### src/rtl/uart_tx_fifo.sv
// 8N1 UART transmitter with a small TX FIFO in front of the shift register.
// Bytes leave LSB first; frames run back to back while data remains and tx_en is high.
module uart_tx_fifo #(
   parameter int CLK_FREQ   = 100_000_000,
   parameter int BAUD_RATE  = 115_200,
   parameter int FIFO_DEPTH = 4
) (
   input  logic       clk,
   input  logic       rst,
   input  logic       tx_en,
   input  logic       tx_wr_en,
   input  logic [7:0] tx_wr_data,
   output logic       tx_full,
   output logic       tx_empty,
   output logic       tx_busy,
   output logic       tx_done,
   output logic       tx
);

   localparam int CYCLE = CLK_FREQ / BAUD_RATE;
   localparam int CW    = (CYCLE > 1) ? $clog2(CYCLE) : 1;
   localparam int AW    = $clog2(FIFO_DEPTH);
   localparam logic [CW-1:0] CNT_LAST = CW'(CYCLE - 1);
   localparam logic [AW:0]   CNT_FULL = (AW+1)'(FIFO_DEPTH);

   typedef enum logic [1:0] {IDLE, START, DATA, STOP} state_t;

   state_t        state, state_n;
   logic [CW-1:0] cycle_cnt, cycle_cnt_n;
   logic [2:0]    bit_cnt, bit_cnt_n;
   logic [7:0]    shift_reg;
   logic          tx_n;
   logic          bit_end;
   logic          pop;
   logic          push;

   logic [7:0]    mem [FIFO_DEPTH];
   logic [AW-1:0] wr_ptr, rd_ptr;
   logic [AW:0]   count;

   assign tx_full  = (count == CNT_FULL);
   assign tx_empty = (count == '0);
   assign tx_busy  = (state != IDLE);
   assign bit_end  = (cycle_cnt == CNT_LAST);
   assign tx_done  = (state == STOP) && bit_end;
   // A full FIFO still takes a write on the clock that frees a slot via pop.
   assign push     = tx_wr_en && (!tx_full || pop);

   always_comb begin
      state_n     = state;
      cycle_cnt_n = '0;
      bit_cnt_n   = bit_cnt;
      pop         = 1'b0;
      tx_n        = 1'b1;
      case (state)
         IDLE: begin
            if (tx_en && !tx_empty) begin
               state_n = START;
               pop     = 1'b1;
            end
         end
         START: begin
            cycle_cnt_n = bit_end ? '0 : cycle_cnt + 1'b1;
            if (bit_end) begin
               state_n   = DATA;
               bit_cnt_n = '0;
            end
         end
         DATA: begin
            cycle_cnt_n = bit_end ? '0 : cycle_cnt + 1'b1;
            if (bit_end) begin
               bit_cnt_n = bit_cnt + 1'b1;
               if (bit_cnt == 3'd7) state_n = STOP;
            end
         end
         STOP: begin
            cycle_cnt_n = bit_end ? '0 : cycle_cnt + 1'b1;
            if (bit_end) begin
               if (tx_en && !tx_empty) begin
                  state_n = START;
                  pop     = 1'b1;
               end else begin
                  state_n = IDLE;
               end
            end
         end
         default: state_n = IDLE;
      endcase
      // Line level is computed one clock ahead so tx comes straight from a flop.
      case (state_n)
         START:   tx_n = 1'b0;
         DATA:    tx_n = shift_reg[bit_cnt_n];
         default: tx_n = 1'b1;
      endcase
   end

   always_ff @(posedge clk or posedge rst) begin
      if (rst) begin
         state     <= IDLE;
         cycle_cnt <= '0;
         bit_cnt   <= '0;
         shift_reg <= '0;
         tx        <= 1'b1;
      end else begin
         state     <= state_n;
         cycle_cnt <= cycle_cnt_n;
         bit_cnt   <= bit_cnt_n;
         tx        <= tx_n;
         if (pop) shift_reg <= mem[rd_ptr];
      end
   end

   always_ff @(posedge clk) begin
      if (push) mem[wr_ptr] <= tx_wr_data;
   end

   always_ff @(posedge clk or posedge rst) begin
      if (rst) begin
         wr_ptr <= '0;
         rd_ptr <= '0;
         count  <= '0;
      end else begin
         if (push) wr_ptr <= wr_ptr + 1'b1;
         if (pop)  rd_ptr <= rd_ptr + 1'b1;
         case ({push, pop})
            2'b10:   count <= count + 1'b1;
            2'b01:   count <= count - 1'b1;
            default: count <= count;
         endcase
      end
   end

endmodule
### config.mk
export PLATFORM = sky130hd
export DESIGN_NAME = uart_tx_fifo
export DESIGN_NICKNAME = d
export VERILOG_FILES = /design/src/rtl/uart_tx_fifo.sv
export SDC_FILE = /design/constraint.sdc
export NUM_CORES = 1
export LEC_CHECK = 0
export ABC_CLOCK_PERIOD_IN_PS = 4100
export CAP_MARGIN = 20
export CORE_ASPECT_RATIO = 0.75
export CORE_MARGIN = 10
export CORE_UTILIZATION = 45
export DETAILED_ROUTE_END_ITERATION = 7
export PLACE_DENSITY = 0.69
export SLEW_MARGIN = 25
export SYNTH_ARGS = -nofsm -noshare
export SYNTH_HDL_FRONTEND = slang
export SYNTH_SLANG_ARGS = --single-unit
### constraint.sdc
create_clock -name clk -period 4.1 [get_ports clk]
set_clock_uncertainty 0.05 [all_clocks]
set_input_delay 0.82 -clock clk [delete_from_list [all_inputs] [get_ports clk]]
set_output_delay 0.82 -clock clk [all_outputs]
set_load 0.005 [all_outputs]
=== After elaboration in Yosys (flattened, before gate mapping) ===
Memories as Yosys holds them, arrays and structs flattened. A register that Yosys moved wholly into a read port is not among the register bits.
Index checks and enable logic that the tools add are counted.

* RAM bits: 32
* Memory bits (read-only): 0
* Memories kept: 1
* Word-level logic and storage cells: 57
* Bits in latches: 0
* Bits in registers: 23
* Output and inout bits: 5

* Add/sub/neg operators: 6
* Reductions and logical operators: 11
* Multipliers: 0
* Divide/modulo/power cells: 0
* Shifts and indexed selects: 0
* Bitwise operators: 0
* Mux-type cells: 21
* Equal/unequal tests: 10
* Order comparisons: 1

{| class="wikitable"
|+ Memories
! memory !! words !! width !! read ports !! clocked after memory_dff !! wr ports !! line !! text
|-
| mem || 4 || 8 || 1 || 1 || 1 || 37 || <nowiki>logic [7:0] mem [FIFO_DEPTH];</nowiki>
|}

{| class="wikitable"
|+ Operator list
! cell !! count
|-
| $mux W10 || 2
|-
| $pmux W3 S2 || 2
|-
| $add A10 B1 Y10 const B || 1
|-
| $eq A10 B10 Y1 const B || 1
|-
| $mux W2 || 5
|-
| $eq A2 B2 Y1 const B || 4
|-
| $pmux W2 S4 || 1
|-
| $add A3 B1 Y3 const B || 2
|-
| $eq A2 B1 Y1 const B || 3
|-
| $eq A3 B3 Y1 const B || 2
|-
| $mux W1 || 6
|-
| $mux W3 || 2
|-
| $add A2 B1 Y2 const B || 2
|-
| $lt A3 B4 Y1 const B || 1
|-
| $pmux W1 S2 || 2
|-
| $reduce_bool A2 Y1 || 2
|-
| $bmux W1 S3 || 1
|-
| $logic_and A1 B1 Y1 || 3
|-
| $logic_not A3 Y1 || 1
|-
| $reduce_or A3 Y1 || 1
|-
| $sub A3 B1 Y3 const B || 1
|-
| $logic_not A1 Y1 || 2
|-
| $logic_not A2 Y1 || 1
|-
| $logic_or A1 B1 Y1 || 1
|}

=== Longest topological paths before layout ===
Gate-level depths: netlist of the first run.

* Word-level depth: 10
* Mapped depth: 11
* Mapped depth without buffers: 9

=== Worst setup path before layout of the first run ===
No wires, ideal clock.

* Path kind: reg2reg
* From: register cycle_cnt[0]
* To: register tx
* Slack: 1.321 ns
* Data arrival time: 2.651 ns
* Stages on the path, launching flop included: 11
* Period minus slack after synthesis: 2.779 ns
* Data required time: 3.972 ns
* Cell sequence: dfrtp_1 -> ha_1 -> and4b_1 -> clkbuf_1 -> nand3_1 -> ha_1 -> nand2b_1 -> a31oi_1 -> mux2i_1 -> or4_1 -> a41oi_2

* Cells in the longest elaborated chain, start to end: 6
* Elaborated cells on any way between the ends: 13

{| class="wikitable"
|+ Ends and longest elaborated chain
! element !! line !! text
|-
| start: declaration || 29 || <nowiki>logic [CW-1:0] cycle_cnt, cycle_cnt_n;</nowiki>
|-
| start signal: assignment || 106 || <nowiki>cycle_cnt <= cycle_cnt_n;</nowiki>
|-
| $eq A10 B10 Y1 * || 44 || <nowiki>assign bit_end = (cycle_cnt == CNT_LAST);</nowiki>
|-
| $mux W3, on equally long branches || 71, 64 ||
|-
| $pmux W3 S2 * || 55 || <nowiki>case (state)</nowiki>
|-
| named net bit_cnt_n[0] || 30 || <nowiki>logic [2:0] bit_cnt, bit_cnt_n;</nowiki>
|-
| $bmux W1 S3 * || 92 || <nowiki>DATA: tx_n = shift_reg[bit_cnt_n];</nowiki>
|-
| $mux W1 (not written as such) * || 92 ||
|-
| $pmux W1 S2 * || 90 || <nowiki>case (state_n)</nowiki>
|-
| named net tx_n || 32 || <nowiki>logic tx_n;</nowiki>
|-
| end signal: assignment || 108 || <nowiki>tx <= tx_n;</nowiki>
|-
| end: declaration || 17 || <nowiki>output logic tx</nowiki>
|}

The timed path passes the listed nets; every way through them passes the cells marked *. The select of a mux whose other input is x is not followed.
A chain may end at the register's enable or synchronous reset.

=== Worst setup path after layout of the first run ===
* From: register cycle_cnt[0]
* To: output tx_done

* Cells in the longest elaborated chain, start to end: 2

{| class="wikitable"
|+ Ends and longest elaborated chain
! element !! line !! text
|-
| $eq A10 B10 Y1 || 44 ||
|-
| $logic_and A1 B1 Y1 || 45 || <nowiki>assign tx_done = (state == STOP) && bit_end;</nowiki>
|-
| end: declaration || 16 || <nowiki>output logic tx_done,</nowiki>
|}

No other way between the ends.

==> results list, run 1 <==
* Count of unresolved DRC violations after routing: 0
- Fin. max-slew vios: 0
* ANT nets after route: 0
- In this run, CTS created clock tree buffers numbering 9.
* Maximum operating frequency: roughly 320 MHz
* Arithmetic-cell share of the synthesized area counting full adders, half adders and majority gates: 0.0570
* Post-synth EDFFs: 32
* Maximum number of buffers from clock root to sink: 2
- At the end of the flow, the number of nets in the layout was between 200 and 300.
* Combinational family with the most area after synthesis: simple AND/OR/NAND/NOR gates
- Most frequent cells in the layout: 32 x sky130_fd_sc_hd__edfxtp_1, 30 x sky130_fd_sc_hd__dfrtp_1, 16 x sky130_fd_sc_hd__clkdlybuf4s50_1
- Met3 wire length: between 300 and 400 um
- Final cycle utilization of the critical path: 0.768
- After layout, the minimum clock period comes to between 3 and 4 ns.
- Setup repair after global routing left no endpoint under its margin.
- Total of warnings raised by yosys: 0
* Die outline height: between 90 and 100 um
* Wire length per cell after detailed routing: 17.1 um
* Highest Signal Layer: met4
- Distinct cells, synth: 55
- For the worst-skew pair, the clock arrives at the later sink with an insertion delay of around 0.34 ns.
- Registers take 1740 um^2.
* Htree depth: 3
- Combined area of all synthesized cells: 2990 um^2
- MaxCap Viol Count: 0
- Root buf cell: sky130_fd_sc_hd__clkbuf_8
* Number of optimization iterations in the first detailed-route pass: 4
* Kind of critical path: flip-flop to primary output
- The worst setup path is captured at a primary output.
* Multi-input logic area: roughly 1200 um^2
- Post-DP HPWL: 4.00 mm
- Of all nets on the critical path, the largest fanout is 7.
- Fin worst setup slack: about 0.95 ns
* Setup violators final: 0
- TritonCTS built the clock tree.
- After clock tree synthesis, the flow added hold-fix buffers numbering 0.
- The clock drives 63 sinks.
- Once the clock tree was built, the setup fixing pass inserted 0 buffers.
* First-pass GRT wire length: 9.58 mm
* Minimum setup slack after placement: approximately 1.1 ns
- The routed design has 5.60 mm of wire.
* IR Drop Worst-Case VDD: 0.000270 V
- The number of global-route vias before repair came to ~1900.
* Most common cell after layout, fill and taps aside: sky130_fd_sc_hd__edfxtp_1
* Number of antenna violations at the first check in global routing: 0
- Compound-Gate Fraction of Synth Area: 0.0712
- At the end of routability-driven placement, the weighted congestion stood at between 0.8 and 0.9.
* Initial cell density of the core: 0.468
* Average vias per placed instance: between 5 and 6
* DR iter-0 viols: ~160
- Die area: just over 10000 um^2
- Met2 routed WL: ~2.4 mm
- For this run, the leading register cell type out of synthesis is sky130_fd_sc_hd__edfxtp_1.
- Number of placement rows: 25
* Sequential area share after synthesis: 0.582
- CTS clock-pin slew for the worst setup and hold paths: approximately 0.08 ns
- Resized cells post-CTS: 0
* I/O Buffers: 16
- Number of antenna diodes: 0
- Leakage: ~0.0013 uW
* Post-Synth XOR/XNOR Area: 0.0381
- The detailed router put a total of 2.88 mm of wire on met1.
- Mux share of post-synthesis cell area: 0.105
- Summed over all failing endpoints, the final setup total negative slack is 0 ns.
- Largest net degree at the start of global routing: 32
- The register with the most flip-flops in the layout has 32 of them.
- The worst setup path is launched from a flip-flop.
- Counting the fill cells in the layout gives 540.
* Hold violation count in the final report: 0
- Dividing the synthesized area by the synthesized cell count gives ~14 um^2.
* Synthesized-area fraction occupied by and/or/nand/nor cells: 0.120
* Syn nets: approximately 240
* P&R area growth vs syn: 15.3%
- Pin placement for this block handled 17 I/O pins.
- The flow ran to the end, and the final reports show no timing, DRC or antenna violations.
- For the worst setup path, the data required time is 3.23 ns.
- #FFs+latches synth: between 60 and 70
- Path class of the lowest-slack min-delay path: flip-flop to flip-flop
- The completed layout was analyzed and its total power is 1590 uW.
- Global router's overall resource usage: 0.117
* Core outline area: between 6000 and 7000 um^2
- For the worst setup path, the data arrival time is around 2.3 ns.
* Proportion of synthesized flip-flops having asynchronous set or reset: 0.492
- Dividing total power by cell area gives a power density of ~460 nW/um^2.
- Of the cells placed in the final design, the portion with a size suffix greater than 1 is 0.126.
* Worst Max-Slew Pin Slew: around 0.60 ns
* Die outline width: around 110 um
- In the synthesized netlist, the number of instances is about 220.
* Via count: 1824
- Worst relative slew slack: 0.600
- Summed over all layers, the global routing overflow is 0.
-- Yosys cell counts, types with 2 or more instances --
| library cell | n | share of area |
|---|---|---|
| sky130_fd_sc_hd__edfxtp_1 | 32 | 0.32 |
| sky130_fd_sc_hd__dfrtp_1 | 30 | 0.25 |
| sky130_fd_sc_hd__nor2_1 | 15 | 0.019 |
| sky130_fd_sc_hd__inv_1 | 13 | 0.016 |
| sky130_fd_sc_hd__ha_1 | 12 | 0.050 |
| sky130_fd_sc_hd__nand2_1 | 9 | 0.011 |
| sky130_fd_sc_hd__mux2_1 | 8 | 0.030 |
| sky130_fd_sc_hd__mux4_2 | 8 | 0.060 |
| sky130_fd_sc_hd__xnor2_1 | 8 | 0.023 |
| sky130_fd_sc_hd__nand3_1 | 6 | 0.010 |
| sky130_fd_sc_hd__nor3_1 | 6 | 0.010 |
| sky130_fd_sc_hd__and2_1 | 5 | 0.010 |
| sky130_fd_sc_hd__o31ai_1 | 5 | 0.013 |
| sky130_fd_sc_hd__xor2_1 | 5 | 0.015 |
| sky130_fd_sc_hd__buf_1 | 3 | 0.0038 |
| sky130_fd_sc_hd__nand2b_1 | 3 | 0.0063 |
| sky130_fd_sc_hd__o31a_1 | 3 | 0.0088 |
| sky130_fd_sc_hd__a21oi_1 | 2 | 0.0034 |
| sky130_fd_sc_hd__a31oi_1 | 2 | 0.0042 |
| sky130_fd_sc_hd__and3_1 | 2 | 0.0042 |
| sky130_fd_sc_hd__and4_1 | 2 | 0.0059 |
| sky130_fd_sc_hd__mux2_2 | 2 | 0.0075 |
| sky130_fd_sc_hd__mux2i_1 | 2 | 0.0067 |
| sky130_fd_sc_hd__nand4_1 | 2 | 0.0042 |
| sky130_fd_sc_hd__nor4b_1 | 2 | 0.0059 |
| sky130_fd_sc_hd__o22ai_1 | 2 | 0.0042 |
-- cells by family after synthesis --
logic type | Yosys count
buf+inv | 19
fa+ha+maj | 13
xor+xnor | 13
simple gates | 63
compound gates | 27
flops | 63
mux | 20
-- per-layer routing --
metal | GRT usage | vias to the layer above
li1 | - | 866
met1 | 0.169 | 906
met2 | 0.156 | 42
met3 | 0.0485 | 10
met4 | 0.0333 | 0
met5 | 0 | -
-- report_power, final --
| part | total [uW] | switching [uW] | internal, uW | leakage, uW |
|---|---|---|---|---|
| Sequential | 807 | 43.7 | 763 | 0.000686 |
| Clock | 582 | 242 | 340 | 0.000102 |
| Combinational | 197 | 110 | 87.5 | 0.000557 |
-- worst paths after layout --
| path | startpoint | slack [ns] | depth (start not counted) | to |
|---|---|---|---|---|
| setup / recovery | cycle_cnt[0] | 0.95 | 5 | tx_done |
| hold / removal | shift_reg[1] | 0.44 | 1 | shift_reg[1] |
| hold reg to reg | shift_reg[1] | 0.44 | 1 | shift_reg[1] |
| setup reg to reg | cycle_cnt[0] | 1.05 | 9 | tx |
| min in group asynchronous | rst | 0.81 | 3 | shift_reg[5] |
| max in group asynchronous | rst | 2.86 | 3 | tx |
-- critical path, stage by stage (launching register included) --
cell,delay [ns]
sky130_fd_sc_hd__dfrtp_1,0.39
sky130_fd_sc_hd__ha_1,0.24
sky130_fd_sc_hd__and4b_1,0.37
sky130_fd_sc_hd__nand3_1,0.19
sky130_fd_sc_hd__nor2_1,0.21
sky130_fd_sc_hd__clkdlybuf4s50_1,0.54
-- per-stage QoR --
step / hold slack, ns / instances / cell area, um^2 / util
after floorplan: 0.399 / 218 / 2990 / -
after global placement: 0.423 / 311 / 3230 / 0.506
after detailed placement: 0.431 / 311 / 3230 / 0.506
after CTS: 0.442 / 327 / 3440 / 0.540
after global routing: 0.467 / 327 / 3440 / 0.540
final: 0.438 / 327 / 3440 / 0.540
-- cell type report --
type / count / area share
inverters: 13 / 0.0142
repair buffers: 18 / 0.0509
multi-input cells: 136 / 0.339
well taps: 81 / 0.0294
flip-flops and latches: 63 / 0.505
clock inverters: 6 / 0.0247
clock buffers: 10 / 0.0371
Note: power is estimated with default switching activity, not from simulation.
==> run 2, diff against run 1 <==
- ABC_CLOCK_PERIOD_IN_PS: 4100 -> 2700
- PLACE_DENSITY: 0.69 -> 0.71
- clock period: 4.1 -> 2.7 ns (I/O delays scaled with it)
==> run 2 against run 1 <==
Register-to-register slack lost 0.98 ns. Design area up 7.1%. Worst setup slack got worse by 0.88 ns. Sequential share of layout area down 3.3 points. Worst hold slack better by 0.0042 ns. Non-clock buffer count grew 19. First-iteration DRC count fell by 42%. Wire length is 2.1% higher. Clock-buffer cell count up 1. Global-route usage hardly changed.
==> results list, run 2 (synthesis results as in run 1) <==
* Result of the run: finished clean
* Most common cell after layout, fill and taps aside: sky130_fd_sc_hd__edfxtp_1
- The area enclosed by the die boundary is 10300 um^2 (unchanged).
* Crit-path cells: inv_2 > ha_4 > or4b_4 > o31a_1 > or4b_4 > a41o_1 > a41oi_2
* Later-pin clock latency in the skew report: 0.33 ns (about the same)
* Leakage: 0.00147 uW (+9.0%)
* Gr ovfl total: 0 (unchanged)
- Die outline width: 114 um (unchanged)
- The number of top-level pins came to 17 (unchanged).
- TritonCTS built the clock tree.
- The vias per cell was 5.49 (-1.5%).
- The worst path in the final design needs a cycle of ~2.6 ns, including I/O delays and setup.
* Worst Max-Slew Pin Slew: 0.590 ns (-0.0105 ns)
* RSZ-0062 raised after global routing: yes
* Final cycle utilization of the critical path: 0.973
* Number of nets in the layout: 285 (+7.1%)
- Hold violation count in the final report: 0 (unchanged)
* Die outline height: 90.6 um (unchanged)
- Setup slack, reg-to-reg: 0.07 ns (-0.98 ns)
* Fin. max-slew vios: 0 (unchanged)
- Largest stage delay, worst path: 0.52 ns (-0.02 ns)
* Layout Cells excl Fill: 346 (+5.8%)
* Worst EP arrival: 2.83 ns (+0.55 ns)
- Critical Path Start Type: flip-flop
- The worst setup timing slack at the placement stage came to 0.00543 ns (-1.05 ns).
- Global router's overall resource usage: 0.117 (-0.000284)
- The final setup violation count was 0 (unchanged).
- The HPWL after detailed placement is 3.98 mm (-0.47%).
* Number of antenna diodes: 0 (unchanged)
- The number of buffers inserted during clock tree synthesis is 9 (unchanged).
- DR iter-0 viols: 95 (-42%)
- Required time reported for the critical path endpoint: 2.91 ns (-0.32 ns)
- IR Drop Worst-Case VDD: 0.000475 V (+76%)
* MaxCap Viol Count: 0 (unchanged)
* Kind of critical path: flip-flop to flip-flop
* Fin worst setup slack: 0.0722 ns (-0.881 ns)
- On the critical path the largest part of the delay comes from simple AND/OR/NAND/NOR gates.
- Wire length per cell after detailed routing: 16.5 um (-3.6%)
- Number of buffers and inverters on the critical path: 1 (unchanged)
- The largest net degree at the start of global routing is 32 (unchanged).
- The number of flip-flops in the largest register is 32 (unchanged).
- The number of H-tree branching levels was 3 (unchanged).
* First-pass GRT wire length: 9.72 mm (+1.5%)
* Last weighted congestion value of the routability-driven placer: 0.833 (+3.6%)
- CTS clock-pin slew for the worst setup and hold paths: 0.07 ns (about the same)
* Count of unresolved DRC violations after routing: 0 (unchanged)
* Most frequent cell on the critical path: sky130_fd_sc_hd__or4b_4
- Maximum number of buffers from clock root to sink: 2 (unchanged)
- The biggest fanout along the worst timing path came to 5 (-2).
- P&R area growth vs syn: 23.5%
- Root buf cell: sky130_fd_sc_hd__clkbuf_8
* Initial cell density of the core: 0.468 (unchanged)
- The number of input and output port buffers inserted came to 16 (unchanged).
* Crit end category: flip-flop
- Number of antenna violations at the first check in global routing: 0 (unchanged)
- Sum of routed wire length over all layers: 5.72 mm (+2.1%)
- Cell count after placement: 323 (+3.9%)
- The length of the first detailed-routing pass in iterations was 4 (unchanged).
- Via count: 1901 (+4.2%)
- ANT nets after route: 0 (unchanged)
- The largest individual stage delay along the critical path comes from the cell sky130_fd_sc_hd__or4b_4.
- Maximum operating frequency: around 380 MHz
- The share of layout cells above drive strength 1 is 0.215 (+0.0891).
- Sinks on the clock net: 63 (unchanged)
* Power Density: 679 nW/um^2 (+47%)
- Power Total: 2500 uW (+58%)
* Number of placement rows: 25 (unchanged)
- Worst relative slew slack: 0.607 (+0.00697)
* Most frequent cells in the layout: 32 x sky130_fd_sc_hd__edfxtp_1, 30 x sky130_fd_sc_hd__dfrtp_1, 17 x sky130_fd_sc_hd__buf_4
- The final worst hold slack came to 0.442 ns (+0.00416 ns).
- Core outline area: 6380 um^2 (unchanged)
- Number of global-route vias before repair: 1970 (+5.2%)
- The min-delay analysis places its worst path in the category flip-flop to flip-flop.
run 2: changes by cell type in the layout (fill, tap and decap cells not counted), moves of 2 or more:
cell	previous run	this run
sky130_fd_sc_hd__buf_4	2	17
sky130_fd_sc_hd__buf_12	0	4
sky130_fd_sc_hd__ha_1	12	10
sky130_fd_sc_hd__ha_4	0	2
run 2: final cells by class:
type                    instances  area, um^2
fillers                       510        2690
inverters                      13        48.8
repair buffers                 37         368
clock inverters                 5        81.3
flip-flops and latches         63        1740
clock buffers                  11         141
multi-input cells             136        1210
well taps                      81         101
run 2: worst register-to-register path, delay by kind of cell (launching register included):
family / cells / cell delay, ns
buffers and inverters: 1 / 0.09
flip-flops: 1 / 0.42
AO/OA/AOI/OAI: 3 / 0.76
adder cells (fa/ha/maj): 1 / 0.27
AND/OR/NAND/NOR: 2 / 0.97
run 2: what timing repair did:
action | in CTS | in global routing
setup buffers | 2 | 5
resized for setup | 2 | 5
endpoints found under the hold margin | 0 | 0
hold buffers | 0 | 0
pin swaps | 1 | 4
setup endpoints to repair | 2 | 35
run 2: routing by layer:
layer | GRT usage | part of all wire | vias up
met4 | 0.0385 | 0.016 | 0
met1 | 0.160 | 0.49 | 944
li1 | - | - | 910
met3 | 0.0438 | 0.041 | 12
met5 | 0 | 0 | -
met2 | 0.166 | 0.45 | 35
run 2: report_power, final:
part	leakage (uW)	switching, uW	internal, uW
registers	0.000686	65.6	1160
clock network	0.000110	357	545
logic	0.000671	181	198
run 2: metrics by stage:
step / TNS (ns) / util / cell area (um^2)
floorplan: 0 / - / 3000
global placement: 0 / 0.529 / 3380
detailed placement: 0 / 0.529 / 3380
CTS: 0 / 0.567 / 3620
global route: -0.0430 / 0.578 / 3690
finish: 0 / 0.578 / 3690
run 2: final timing paths:
path | from | to | cells past startpoint
min | shift_reg[0] | shift_reg[0] | 1
min in group asynchronous | rst | count[1] | 3
max in group asynchronous | rst | tx | 3
max | state[0] | tx | 7
max reg2reg | state[0] | tx | 7
min reg2reg | shift_reg[0] | shift_reg[0] | 1
==> run 3, diff against run 2 <==
- PLACE_DENSITY: 0.71 -> unset
- PLACE_DENSITY_LB_ADDON: unset -> 0.15
==> run 3 against run 2 <==
Register-to-register slack better by 0.02 ns. Clock power is 13% lower. Global-route usage is 0.33 points lower. Clock-buffer cell count is 1 lower. Core utilization is 1.3 points lower. Critical path type unchanged.
==> results list, run 3 (synthesis results as in run 1) <==
* Clock tree from TritonCTS: yes
- The final worst hold slack was 0.438 ns (-0.00381 ns).
- The number of buffers inserted for hold repair after clock tree synthesis came to 0 (unchanged).
- P&R area growth vs syn: 20.7%
- Result of the run: finished clean
* IR Drop Worst-Case VDD: 0.000393 V (-17%)
- MaxCap Viol Count: 0 (unchanged)
* DR iter-0 viols: 92 (-3.2%)
- The length of the first detailed-routing pass in iterations came to 4 (unchanged).
- The largest net degree at the start of global routing came to 32 (unchanged).
- Leakage: 0.00145 uW (-1.4%)
* Share of total power in combinational logic: 0.159 (+0.008)
- Post-DP HPWL: 4.04 mm (+1.4%)
- STA classifies the critical path startpoint as a flip-flop.
- Met3 wire length: 272 um (+16%)
- The number of buffers inserted during clock tree synthesis is 9 (unchanged).
* Highest Signal Layer: met4
* Fraction of the core area covered by cells at the end of the flow: 0.565 (-0.0133)
* Die area: 10300 um^2 (unchanged)
* Number of antenna violations at the first check in global routing: 0 (unchanged)
- The share of power burned in the clock network is 0.328 (-0.032).
- Share of power burned in registers: 0.512 (+0.023)
* ANT nets after route: 0 (unchanged)
* CTS clock-pin slew for the worst setup and hold paths: 0.07 ns (about the same)
- Last weighted congestion value of the routability-driven placer: 0.777 (-6.7%)
- The overall track demand over capacity in global routing came to 0.114 (-0.00335).
- The met2 wire length is 2.32 mm (-9.8%).
- RSZ-0062 raised after global routing: no
- The final setup violation count was 0 (unchanged).
* Number of filler instances in the final layout: 534 (+4.7%)
* Fin worst setup slack: 0.0896 ns (+0.0174 ns)
- The area of the placeable core was 6380 um^2 (unchanged).
- The setup path with the least slack is of type flip-flop to flip-flop.
* Number of nets in the layout: 280 (-1.8%)
- Required time reported for the critical path endpoint: 2.92 ns (about the same)
- The number of top-level pins was 17 (unchanged).
- The vias per cell came to 5.42 (-1.3%).
* Count of unresolved DRC violations after routing: 0 (unchanged)
- The number of global-route vias before repair is 1797 (-8.8%).
- The clock latency on the worst-skew pair was 0.34 ns (about the same).
- The cell sitting at the root of the clock tree is a sky130_fd_sc_hd__clkbuf_8.
- Crit end category: flip-flop
- The first-pass GRT wire length is 9.14 mm (-6.0%).
- Worst Max-Slew Pin Slew: 0.611 ns (+0.0216 ns)
* Die outline width: 114 um (unchanged)
* Number of flip-flops under the largest register name: 32 (unchanged)
- The flip-flop and latch area is 1740 um^2 (unchanged).
- Wire length on met1: 2.87 mm (+1.9%)
- The fraction of power spent switching nets came to 0.252 (+0.0115).
- The detail-routed net length per standard cell is 16.2 um (-1.9%).
- The number of H-tree branching levels was 3 (unchanged).
- The number of rows created at floorplan is 25 (unchanged).
* Sinks on the clock net: 63 (unchanged)
- The total count of max-transition violations in the final report was 0 (unchanged).
- Initial cell density of the core: 0.468 (unchanged)
- The period utilization came to 0.967 (-0.00643).
* Internal power of the cells: 1780 uW (-6.5%)
- The sum of routed wire length over all layers came to 5.53 mm (-3.3%).
* Maximum number of buffers from clock root to sink: 2 (unchanged)
- Setup TNS after final layout: 0 ns (unchanged)
- Number of antenna diodes: 0 (unchanged)
* Critical Path Fanout Max: 5 (unchanged)
* Fraction of final layout cells sized beyond drive strength 1: 0.185 (-0.0305)
- Multi-input logic area: 1190 um^2 (-1.3%)
* Most frequent cells in the layout: 32 x sky130_fd_sc_hd__edfxtp_1, 30 x sky130_fd_sc_hd__dfrtp_1, 15 x sky130_fd_sc_hd__nor2_1, 15 x sky130_fd_sc_hd__clkdlybuf4s50_1, 13 x sky130_fd_sc_hd__inv_1
* Via count: 1849 (-2.7%)
- Switching pwr: 601 uW (-0.48%)
- The critical path data arrival time is 2.83 ns (about the same).
- The achievable frequency came to 383 MHz (+0.67%).
- The final hold violation count was 0 (unchanged).
- Power Density: 660 nW/um^2 (-2.8%)
- The worst slew margin relative to its limit is 0.592 (-0.0144).
- Die outline height: 90.6 um (unchanged)
* I/O Buffers: 16 (unchanged)
- Path class of the lowest-slack min-delay path: flip-flop to flip-flop
- Leaving out fill and tap cells, the most frequent cell in the layout is sky130_fd_sc_hd__edfxtp_1.
- The remaining global-route overflow came to 0 (unchanged).
* Min cycle time layout: 2.61 ns (-0.0174 ns)
* Minimum setup slack after placement: 0.0703 ns (+0.0649 ns)
==> run 3: what timing repair did <==
action                                  in CTS  in global routing
endpoints found under the setup margin       1                  3
pin swaps                                    0                  1
buffers inserted                             0                  1
resized for setup                            1                  3
==> run 3: power groups by stage <==
stage               Sequential (uW)  Combinational (uW)  Clock (uW)
global route                   1230                 427         850
detailed placement             1240                 387           0
global placement               1240                 386           0
finish                         1220                 379         781
floorplan                      1220                 203           0
CTS                            1220                 391         799
==> run 3: cell type report <==
class	instances	share of cell area
clock buffer	10	0.0354
clock inverter	6	0.0170
inverter	13	0.0135
multi-input combinational	136	0.331
sequential	63	0.482
tap	81	0.0281
timing repair buffer	32	0.0924
==> run 3: worst paths after layout <==
kind | from | endpoint | slack, ns | depth (start not counted)
max | state[1] | tx | 0.09 | 7
min | shift_reg[1] | shift_reg[1] | 0.44 | 1
max reg2reg | state[1] | tx | 0.09 | 7
min reg2reg | shift_reg[1] | shift_reg[1] | 0.44 | 1
max in group asynchronous | rst | tx | 1.75 | 3
min in group asynchronous | rst | wr_ptr[1] | 0.52 | 3
==> run 3: worst max-delay path: stages (launching register included) <==
cell                      delay, ns
sky130_fd_sc_hd__dfrtp_1       0.41
sky130_fd_sc_hd__inv_1         0.08
sky130_fd_sc_hd__ha_1          0.32
sky130_fd_sc_hd__or4b_4        0.49
sky130_fd_sc_hd__o31a_1        0.28
sky130_fd_sc_hd__or4b_1        0.51
sky130_fd_sc_hd__a41o_1        0.26
sky130_fd_sc_hd__a41oi_2       0.13
==> run 3: through the flow <==
step	power, uW	instance area (um^2)	instances
2_1_floorplan	1420	3000	218
3_3_place_gp	1620	3390	324
3_5_place_dp	1630	3390	324
4_1_cts	2410	3580	340
5_1_grt	2510	3600	341
6_report	2380	3600	341
==> run 3: metal layers <==
metal	global-route usage	vias to the layer above
met5	0	-
met4	0.0406	0
met3	0.0498	6
met2	0.145	37
met1	0.163	912
li1	-	894
